**config.mk**
```make
export PLATFORM = sky130hd
export DESIGN_NAME = fire_control
export DESIGN_NICKNAME = d
export VERILOG_FILES = /design/src/rtl/fire_control.sv
export SDC_FILE = /design/constraint.sdc
export NUM_CORES = 1
export LEC_CHECK = 0
export ABC_AREA = 1
export CORE_MARGIN = 2
export CORE_UTILIZATION = 45
export DETAILED_ROUTE_END_ITERATION = 6
export PLACE_DENSITY_LB_ADDON = 0.1
export SLEW_MARGIN = 20
export SYNTH_ARGS = -nofsm -noshare
export SYNTH_HDL_FRONTEND = slang
export SYNTH_SLANG_ARGS = --single-unit
```
**constraint.sdc**
```tcl
create_clock -name clk -period 2.1 [get_ports clk]
set_clock_uncertainty 0.2 [all_clocks]
set_input_delay 0.42 -clock clk [delete_from_list [all_inputs] [get_ports clk]]
set_output_delay 0.42 -clock clk [all_outputs]
set_load 0.1 [all_outputs]
```
**src/rtl/fire_control.sv**
```systemverilog
// fire_control: turns the pilot's level trigger into rate-limited single-cycle
// fire strobes for the ammo counter, with single-shot and burst modes, arming
// on attack mode, dry-fire reporting on an empty magazine and a shot total.
module fire_control #(
  parameter int AMMO_W    = 9,
  parameter int COOLDOWN  = 3,
  parameter int BURST_LEN = 3
) (
  input  logic              clk,
  input  logic              rst,
  input  logic [3:0]        mode_selector,
  input  logic              trigger,
  input  logic              burst_mode,
  input  logic [AMMO_W-1:0] ammo,
  output logic              fire,
  output logic              dry_fire,
  output logic              busy,
  output logic [7:0]        shots
);

  typedef enum logic [1:0] {
    ST_IDLE = 2'd0,
    ST_FIRE = 2'd1,
    ST_COOL = 2'd2
  } state_t;

  // Counter reload values; both parameters are limited to 1..15 so 4 bits suffice.
  localparam logic [3:0] CD_LOAD    = 4'(COOLDOWN - 1);
  localparam logic [3:0] BURST_LOAD = 4'(BURST_LEN - 1);

  state_t     state_r;
  logic       trig_q_r;
  logic [3:0] burst_left_r;
  logic [3:0] cd_cnt_r;

  logic armed_s;
  logic press_s;
  logic ammo_ok_s;

  // Decode arming, rising-edge press detection and the ammo-present flag.
  always_comb begin
    armed_s   = (mode_selector == 4'b0010);
    press_s   = trigger & ~trig_q_r;
    ammo_ok_s = (ammo != {AMMO_W{1'b0}});
  end

  // Shot sequencer: all outputs are registered and asserted on the edge that
  // enters the state they describe, so fire/busy rise on the sampling edge.
  always_ff @(posedge clk or posedge rst) begin
    if (rst) begin
      state_r      <= ST_IDLE;
      trig_q_r     <= 1'b0;
      burst_left_r <= 4'd0;
      cd_cnt_r     <= 4'd0;
      fire         <= 1'b0;
      dry_fire     <= 1'b0;
      busy         <= 1'b0;
      shots        <= 8'd0;
    end else begin
      trig_q_r <= trigger;
      fire     <= 1'b0;
      dry_fire <= 1'b0;
      case (state_r)
        ST_IDLE: begin
          if (press_s && armed_s && ammo_ok_s) begin
            state_r      <= ST_FIRE;
            fire         <= 1'b1;
            busy         <= 1'b1;
            shots        <= shots + 8'd1;
            burst_left_r <= burst_mode ? BURST_LOAD : 4'd0;
          end else if (press_s && armed_s) begin
            // Armed but empty magazine: report it, never fire.
            dry_fire <= 1'b1;
            busy     <= 1'b0;
          end else begin
            busy <= 1'b0;
          end
        end
        ST_FIRE: begin
          state_r  <= ST_COOL;
          cd_cnt_r <= CD_LOAD;
          busy     <= 1'b1;
        end
        ST_COOL: begin
          if (cd_cnt_r == 4'd0) begin
            // Decision point: the counter has already consumed the last shot.
            if ((burst_left_r != 4'd0) && armed_s && ammo_ok_s) begin
              state_r      <= ST_FIRE;
              fire         <= 1'b1;
              busy         <= 1'b1;
              shots        <= shots + 8'd1;
              burst_left_r <= burst_left_r - 4'd1;
            end else begin
              // Burst finished or aborted silently (no dry_fire on abort).
              state_r      <= ST_IDLE;
              busy         <= 1'b0;
              burst_left_r <= 4'd0;
            end
          end else begin
            cd_cnt_r <= cd_cnt_r - 4'd1;
            busy     <= 1'b1;
          end
        end
        default: begin
          state_r      <= ST_IDLE;
          busy         <= 1'b0;
          burst_left_r <= 4'd0;
          cd_cnt_r     <= 4'd0;
        end
      endcase
    end
  end

endmodule

```
==> key figures, run 1 <==
Final layout
  • Final Instance Area: around 1800 um2
  • Final net count: around 230
  • Area delta synth->final: 34.49%
  • Area of the multi-input gates: ~720 um2
  • Storage element area: roughly 550 um2
  • Fill cells: approximately 260
  • Non-filler cells, final: approximately 230
  • Layout cells sized above 1: around 19%
  • Final Util: around three fifths
  • Diode count: 0

Synthesis
  • Largest cells by area after synthesis: dfrtp_1 (40%), nand2_1 (11%), ha_1 (8.2%), inv_1 (6.6%), nand3_1 (5.5%)
  • Synth Flop Type: dfrtp_1
  • Yosys warns: 0
  • Synth area leader: dfrtp_1
  • Yosys reg bits: 22
  • Top cell type's share of synthesized area: between 40% and 50%
  • Post-Syn Area per Cell: a little over 8 um2
  • Unique masters post-synth: 27
  • Post-synth EDFFs: 0
  • Post-Synthesis Cells: ~170
  • Share of synthesized registers carrying an async set or reset: 100.0%
  • Syn Nets: between 150 and 200
  • Count leader, synth: nand2_1
  • Post-Syn Area: ~1400 um2
  • Sequential area share after synthesis: just over 40%
  • Post-synth top cells: nand2_1 (41), inv_1 (24), dfrtp_1 (22), nand3_1 (15), nor2_1 (13)

Clocking
  • Clock latency on the worst-skew pair: 0.30 ns
  • Post-CTS setup buffer count: 0
  • # H-tree levels: 1
  • Clock Root Buffer: clkbuf_4
  • Clock buffer count from CTS: 3
  • CTS clock-pin slew for the worst setup and hold paths: about 0.13 ns
  • CTS sink count: 22
  • PostCTS Resize Cnt: 0
  • CTS tree: yes
  • Post-CTS Hold Buffers: 0
  • Clock buffer depth: 2

Placed design
  • Placed Cells: around 230
  • Input/output buffers: 27
  • Gpl congestion: 0.7546
  • HPWL reported at the end of detailed placement: 2.094 mm
  • Placed cell area: approximately 1800 um2

Critical path
  • Critical Path RT: between 2 and 2.5 ns
  • CP Class: in -> reg
  • Critical path arrival: 1.77 ns
  • CP Launch Type: input pin
  • Worst Path Max Fanout: 8
  • Crit end category: register

Pwr
  • Peak supply drop: 0.8036 mV
  • Lkg Pwr: a little over 0.9 nW
  • Power per cell area: 1373 nW/um2

Global route
  • Gr usage total: ~17%
  • First-pass GRT wire length: approximately 4.6 mm
  • Largest net degree at the start of global routing: 23
  • Residual overflow from global routing: 0
  • Initial antenna violation count: 0
  • Vias in the first global route: approximately 1100

Flow run
  • Max_cap viols: 0

Detailed routing
  • Antenna Nets Post-Route: 0
  • # DRC: 0
  • Routed wire per std cell: ~11 um
  • Vias post-DR: between 1000 and 1500
  • Initial DRC count: 19
  • Routed wire length: between 2 and 3 mm
  • Initial DRT Pass Iterations: 4
  • Vias per std cell: around 4.8

Floorplan
  • Core Footprint: 2978 um2
  • Top Ports: 28
  • Die extent in y: 59.13 um
  • Initial cell density of the core: approximately 46%
  • Full die area: approximately 3500 um2
  • Die W: about 60 um
  • Num rows: 20

Timing
  • Min Tclk post-route: 1.759 ns
  • Period Utilization, post-route: a little over four fifths
  • Max Fclk: about 0.57 GHz
  • Max-slew violations: 0
  • Worst slew pin tran: 0.2919 ns
  • Final Hold Viols: 0
  • Min Hold Slack: around 0.26 ns
  • Unrepaired setup endpoints after global routing: false
  • Relative slew slack: between 80% and 90%
  • Setup violators final: 0

Hold path
  • Hold crit path type: in -> async

Outcome
  • Outcome: complete, no violations
==> power by group <==
part,leakage (nW),switching [mW],internal (mW)
combinational,0.601,1.04,0.593
sequential,0.290,0.120,0.536
clock,0.0210,0.131,0.106
==> cells in the final DEF, fill, tap and decap left out, types with 2 or more instances in the layout <==
| master | synthesis | final |
|---|---|---|
| o21ai_0 | 7 | 7 |
| inv_1 | 24 | 24 |
| o21ai_2 | 3 | 3 |
| xnor2_1 | 3 | 3 |
| nand2_4 | 4 | 4 |
| clkdlybuf4s50_1 | 0 | 16 |
| buf_4 | 0 | 5 |
| nor2_2 | 2 | 2 |
| nor2_1 | 13 | 13 |
| buf_12 | 0 | 10 |
| ha_1 | 9 | 9 |
| nand2_1 | 41 | 41 |
| nand3_1 | 15 | 15 |
| dfrtp_1 | 22 | 21 |
| xor2_1 | 6 | 6 |
| clkbuf_4 | 0 | 3 |
| nor3_1 | 3 | 3 |
==> state kept, by name, summed over array words and instances, names as in the netlist <==
signal and count:
burst_left_r 4, fire 1, shots 8, state_r 2
dry_fire 1, busy 1, trig_q_r 1, cd_cnt_r 4
==> path summary, 6_finish.rpt <==
kind                       slack, ns  cells past startpoint             start         endpoint
setup / recovery                0.34                     10  mode_selector[1]         shots[7]
hold / removal                  0.26                      3               rst             busy
setup reg to reg                0.37                      8        state_r[0]         shots[7]
hold reg to reg                 0.34                      2   burst_left_r[1]  burst_left_r[1]
max in group asynchronous       1.20                      3               rst         shots[0]
min in group clk                0.34                      2   burst_left_r[1]  burst_left_r[1]
==> metrics by stage <==
stage	TNS (ns)	power [mW]	setup WS [ns]
after detailed placement	-0.006107	2.306	-0.004323
after floorplan	0	1.779	0.004566
final	0	2.525	0.3411
after global placement	0	2.263	0.03678
after global routing	0	2.704	0.2264
after CTS	0	2.542	0.3199
==> metal layers <==
layer / global-route usage [%] / vias up / share of wire [%]
met2: 29.21 / 14 / 49
li1: - / 592 / -
met5: 0 / - / 0
met1: 21.42 / 510 / 47
met4: 6.494 / 0 / 0.72
met3: 1.965 / 2 / 2.5
==> critical path, cell delays in order <==
cell,delay [ns]
clkdlybuf4s50_1,0.46
inv_1,0.04
nor2_1,0.08
nand2_1,0.13
nor2_4,0.17
nand3_2,0.12
nand2_4,0.10
nand3_4,0.11
nand2_1,0.09
nand2_1,0.05
==> logic make-up (layout without fill, tap and decap cells) <==
family / Yosys count / count (layout) / synth area share [%]
adders and majority gates: 9 / 9 / 8.234
DFF: 22 / 22 / 40.26
buffers and inverters: 26 / 60 / 7.411
xor gates and xnor gates: 9 / 9 / 5.764
AOI/OAI and AO/OA: 14 / 14 / 7.137
and+or+nand+nor: 86 / 86 / 31.20
==> area by class of cell <==
type,count,area share [%]
sequential,22,30.00
inverter,25,5.238
multi-input combinational,118,38.91
clock buffer,4,1.973
timing repair buffer,31,21.63
tap,33,2.245
(Power assumes the default switching activity.)
==> run 2: changes to the inputs <==
clock period = 1.4 ns   (was 2.1 ns; I/O delays follow)
==> key figures, run 2 (synthesis results as in run 1) <==
Global route
  • First-pass GRT wire length: 6.354 mm (+40%)
  • Initial antenna violation count: 0 (unchanged)
  • Vias in the first global route: 1463 (+31%)
  • Gr usage total: 23.33% (+6.5 points)
  • Largest net degree at the start of global routing: 23 (unchanged)
  • Residual overflow from global routing: 0 (unchanged)

Floorplan
  • Num rows: 20 (unchanged)
  • Core Footprint: 2978 um2 (unchanged)
  • Die extent in y: 59.13 um (unchanged)
  • Top Ports: 28 (unchanged)
  • Initial cell density of the core: 45.92% (unchanged)
  • Full die area: 3496 um2 (unchanged)
  • Die W: 59.13 um (unchanged)

Detailed routing
  • Routed wire per std cell: 16.26 um (+43%)
  • Vias post-DR: 1435 (+28%)
  • Metal2 WL: 2.444 mm (+88%)
  • Vias per std cell: 5.199 (+8.4%)
  • # DRC: 0 (unchanged)
  • Initial DRT Pass Iterations: 4 (unchanged)
  • Initial DRC count: 38 (+19)
  • Max layer used: met4
  • DR WL met3: 162 um (+140%)
  • Met1 Routed Length: 1.750 mm (+40%)
  • Routed wire length: 4.487 mm (+70%)
  • Antenna Nets Post-Route: 0 (unchanged)

Outcome
  • Violated checks: negative setup slack
  • Outcome: complete, but fails checks

Critical path
  • Critical path arrival: 1.74 ns (-0.03 ns)
  • R2R Path End: shots[5]
  • CP startpoint: burst_left_r[1]
  • CP endpoint: shots[5]
  • Critical Path RT: 1.43 ns (-0.68 ns)
  • CP Launch Type: register
  • R2R Path Start: burst_left_r[1]
  • Worst Path Max Fanout: 8 (unchanged)
  • Crit end category: register
  • CP Class: reg -> reg
  • Worst reg-to-reg path cell count: 10 (+2)
  • R2r setup slk: -0.31 ns (-0.68 ns)

Timing
  • Period Utilization, post-route: 122.0%
  • Unrepaired setup endpoints after global routing: true
  • Final WS setup: -0.3087 ns (-0.6497 ns)
  • Max-slew violations: 0 (unchanged)
  • Relative slew slack: 83.20% (+2.7 points)
  • Min Tclk post-route: 1.709 ns
  • Final Hold Viols: 0 (unchanged)
  • Worst slew pin tran: 0.2514 ns (-0.04050 ns)
  • Max Fclk: between 0.5 and 0.6 GHz
  • Setup violators final: 29 (+29)
  • Post-route setup TNS: -5.286 ns (-5.286 ns)

Clocking
  • Clock buffer count from CTS: 3 (unchanged)
  • Clock latency on the worst-skew pair: 0.32 ns (+0.02 ns)
  • CTS tree: yes
  • # H-tree levels: 1 (unchanged)
  • Clock Root Buffer: clkbuf_4
  • CTS clock-pin slew for the worst setup and hold paths: 0.14 ns (about the same)
  • Clock buffer depth: 2 (unchanged)
  • CTS sink count: 22 (unchanged)

Final layout
  • Final net count: 270 (+19%)
  • Most common cell after layout, fill and taps aside: buf_4
  • Most flops, register: shots
  • Final Util: 86.60% (+25 points)
  • Max reg flops: 8 (unchanged)
  • Layout cells sized above 1: 58.44% (+40 points)
  • Most frequent cells in the layout: buf_4 (36), nand2_1 (29), dfrtp_1 (13), buf_12 (13), inv_1 (12)
  • Area delta synth->final: 88.56%
  • Diode count: 0 (unchanged)
  • Largest regs: shots (8), burst_left_r (4), cd_cnt_r (4)
  • Fill cells: 146 (-44%)

Placed design
  • HPWL reported at the end of detailed placement: 2.518 mm (+20%)
  • Input/output buffers: 27 (unchanged)
  • Gpl congestion: 0.7752 (+2.7%)

Pwr
  • Peak supply drop: 1.665 mV (+110%)
  • Power per cell area: 2156 nW/um2 (+57%)
  • Lkg Pwr: 1.204 nW (+32%)
  • Power, Total: 5.561 mW (+120%)

Hold path
  • Hold crit path type: in -> async

Flow run
  • Max_cap viols: 0 (unchanged)
## run 2: worst max-delay path, stage by stage (launching register included)
cell     delay [ns]
dfrtp_1        0.42
inv_2          0.08
ha_4           0.16
nand2_4        0.07
nor2_4         0.04
nor2_4         0.14
nand3_4        0.11
nand2_4        0.10
nand3_4        0.13
nand2_1        0.11
nand2_1        0.05
## run 2: what timing repair did
action | in CTS | in global routing
hold buffers | 0 | 0
gates resized for setup | 48 | 28
pin swaps | 21 | 22
endpoints found under the setup margin | 29 | 32
setup buffers | 14 | 6
## run 2: area by class of cell
class / count / area (um2) / area share (%)
clock buffer: 3 / 22.52 / 0.8734
clock inverter: 1 / 30.03 / 1.164
inverter: 25 / 108.9 / 4.221
multi-input combinational: 118 / 1017 / 39.45
sequential: 22 / 574.3 / 22.27
tap: 33 / 41.29 / 1.601
timing repair buffer: 74 / 784.5 / 30.42
## run 2: how the worst min path moves through the flow
stage / from / to / slack [ns] / depth (start not counted)
floorplan: rst / burst_left_r[0] / 0.07 / 1
global placement: shots[7] / shots[7] / 0.33 / 2
detailed placement: shots[6] / shots[6] / 0.36 / 2
CTS: rst / cd_cnt_r[2] / 0.09 / 3
global route: rst / busy / 0.08 / 3
finish: rst / fire / 0.09 / 3
## run 2: per-layer routing
metal  vias up  GRT usage (%)
li1        675              -
met4         0          5.195
met1       691          29.44
met2        53          42.70
met5         -              0
met3        16          2.402
## run 2: report_power, final
group          switching (mW)  total [mW]  internal (mW)
Combinational            2.31        4.05           1.74
Sequential              0.149       0.992          0.843
Clock                   0.225       0.515          0.290
## run 2: stage by stage
step / setup slack [ns] / cell area, um2 / hold slack (ns) / cells
floorplan: -0.1940 / 1483 / 0.06912 / 166
global placement: -0.5116 / 2125 / 0.3295 / 253
detailed placement: -0.5593 / 2125 / 0.3561 / 253
CTS: -0.1989 / 2431 / 0.09143 / 271
global route: -0.3579 / 2579 / 0.07920 / 276
finish: -0.3087 / 2579 / 0.09381 / 276
==> run 3: changes to the inputs <==
CAP_MARGIN = 20   (was default)
==> results of run 3 <==
No change in the layout: final DEF, timing and power equal those of run 2.
==> RTL change (settings of run 2) <==
The parameter `AMMO_W` goes from 9 to 7.
--- a/src/rtl/fire_control.sv
+++ b/src/rtl/fire_control.sv
@@ -3,5 +3,5 @@
 // on attack mode, dry-fire reporting on an empty magazine and a shot total.
 module fire_control #(
-  parameter int AMMO_W    = 9,
+  parameter int AMMO_W    = 7,
   parameter int COOLDOWN  = 3,
   parameter int BURST_LEN = 3
Interface: changed (resized ammo); port bits go from 28 to 26. No check against the original RTL was run, so the function may have changed too.
==> RTL change against run 2 <==
  * The run ends with design-rule violations, negative setup slack left
  * Sequential share of layout area is 0.11 points lower
  * Count of clock-buffer cells in the layout increased by 1
  * Combinational power grew 8.4%
  * Via count grew 7.0%
  * Wire length increased by 14%
  * Sequential cell count is the same
  * Power is 3.7% higher
  * Clock power fell by 26%
  * Maximum frequency is 1.5% lower
  * Area after synthesis fell by 1.5%
  * Worst setup slack got worse by 0.026 ns
  * Cell area is 0.15% lower
==> RTL change: results (changes against run 2) <==
Reg2Reg Depth 8 (-2); Leak 1.22 nW (+1.0%); largest delay contributor family on the critical path simple AND/OR/NAND/NOR gates; Max VDD drop 1.48 mV (-11%); Final Worst Setup Slack -0.334 ns (-0.0257 ns); RePlAce Congestion 0.747 (-3.7%); CTS HTree Levels 1 (unchanged); largest net degree at the start of global routing 23 (unchanged); fin nets 272 (+0.74%); register area share after synthesis 40.9% (+0.60 points); DRC Markers 2 (+2); ranking of synthesized cells by area dfrtp_1, nand2_1, ha_1; status finished, violations left; Port Buf Inserts 25 (-7.4%); first-pass GRT wire length 6210 um (-2.3%); failing checks design-rule violations, negative setup slack; total CTS buffers 3 (unchanged); Detailed Route Iter0 Violations 79 (+110%); vias in the first global route 1438 (-1.7%); clk slew on worst S/H paths 0.13 ns; initial antenna violation count 0 (unchanged); setup TNS -5.92 ns (-0.631 ns); commonest cells in the netlist nand2_1, inv_1, dfrtp_1; DP Wirelength 2300 um (-8.6%); Placement Setup Slack -0.590 ns (-0.0305 ns); CP peak stage delay 0.41 ns; crit-path max FO 4 (-4); WP data arrival 1.80 ns (+0.06 ns); fraction of registers with async set/reset 100% (unchanged); CTS root buf clkbuf_4; gr usage total 23.4% (+0.10 points); Max clock buf depth 2 (unchanged); number of unique standard cell types used by synthesis 24 (-11%); Syn Nets 192 (unchanged); Routed WL 5110 um (+14%); Slew Limit Headroom 77.5% (-5.7 points); endpoints failing setup 32 (+10%); TritonRoute pass-1 iters 7 (+3); share of layout cells above drive strength 1 56.7% (-1.8 points); DR vias/cell 5.52 (+6.2%)
==> RTL change: cell count changes in the layout (fill, tap and decap cells not counted), moves of 3 or more <==
| cell | change |
|---|---|
| nand2_1 | +5 |
| nor2_2 | +3 |
| buf_6 | +3 |
| dlygate4sd2_1 | -8 |
| clkdlybuf4s50_1 | +4 |
==> RTL change: metrics by stage <==
step / area [um2] / hold WS (ns) / total power, mW / cells
after global routing: 2570 / 0.106 / 6.00 / 278
after detailed placement: 2000 / 0.341 / 3.74 / 247
after CTS: 2390 / 0.0821 / 5.05 / 271
after global placement: 2000 / 0.340 / 3.64 / 247
final: 2570 / 0.0688 / 5.77 / 278
after floorplan: 1420 / 0.0690 / 2.71 / 168
==> RTL change: what timing repair did <==
action | 4_1_cts | 5_1_grt
gates resized for setup | 49 | 36
pin swaps | 14 | 12
buffers inserted | 19 | 9
gates cloned | 1 | 0
setup endpoints to repair | 29 | 32
==> RTL change: cells by family after synthesis <==
| group | Yosys count | share of synthesized area [%] |
|---|---|---|
| xor+xnor | 8 | 5.20 |
| compound gates | 13 | 6.04 |
| flops | 22 | 40.9 |
| buf+inv | 26 | 7.80 |
| fa+ha+maj | 9 | 8.36 |
| simple gates | 90 | 31.8 |
==> RTL change: path summary, 6_finish.rpt <==
check | start | end | slack [ns]
max | trig_q_r | shots[1] | -0.33
min | rst | cd_cnt_r[1] | 0.07
max reg2reg | trig_q_r | shots[1] | -0.33
min reg2reg | shots[4] | shots[4] | 0.46
max in group asynchronous | rst | shots[3] | 0.77
min in group clk | trigger | trig_q_r | 0.25
==> RTL change: metal layers <==
layer	part of all wire [%]	global-route usage [%]	routed length, um	up-vias
li1	-	-	-	694
met5	0	0	0	-
met2	53	44.3	2730	67
met4	4.3	8.12	220	0
met1	38	26.4	1970	754
met3	3.8	3.52	194	20
==> RTL change: where the power goes <==
part | switching [mW] | total, mW | internal (mW)
registers | 0.155 | 0.996 | 0.841
logic | 2.43 | 4.39 | 1.96
clock network | 0.219 | 0.379 | 0.159
==> RTL change: area by class of cell <==
type	instances	area [um2]
clock buffers	4	36.3
fillers	102	230
inverters	24	95.1
multi-input cells	121	1010
flip-flops and latches	22	571
well taps	31	38.8
repair buffers	76	821
==> RTL change: worst register-to-register path: stages (launching register included) <==
cell and delay, ns:
dfrtp_1 0.41, inv_1 0.09, nand2_2 0.11, nor2_4 0.19, nand2_4 0.09, a21oi_4 0.24
buf_4 0.16, nand3_1 0.09, nand2_1 0.09
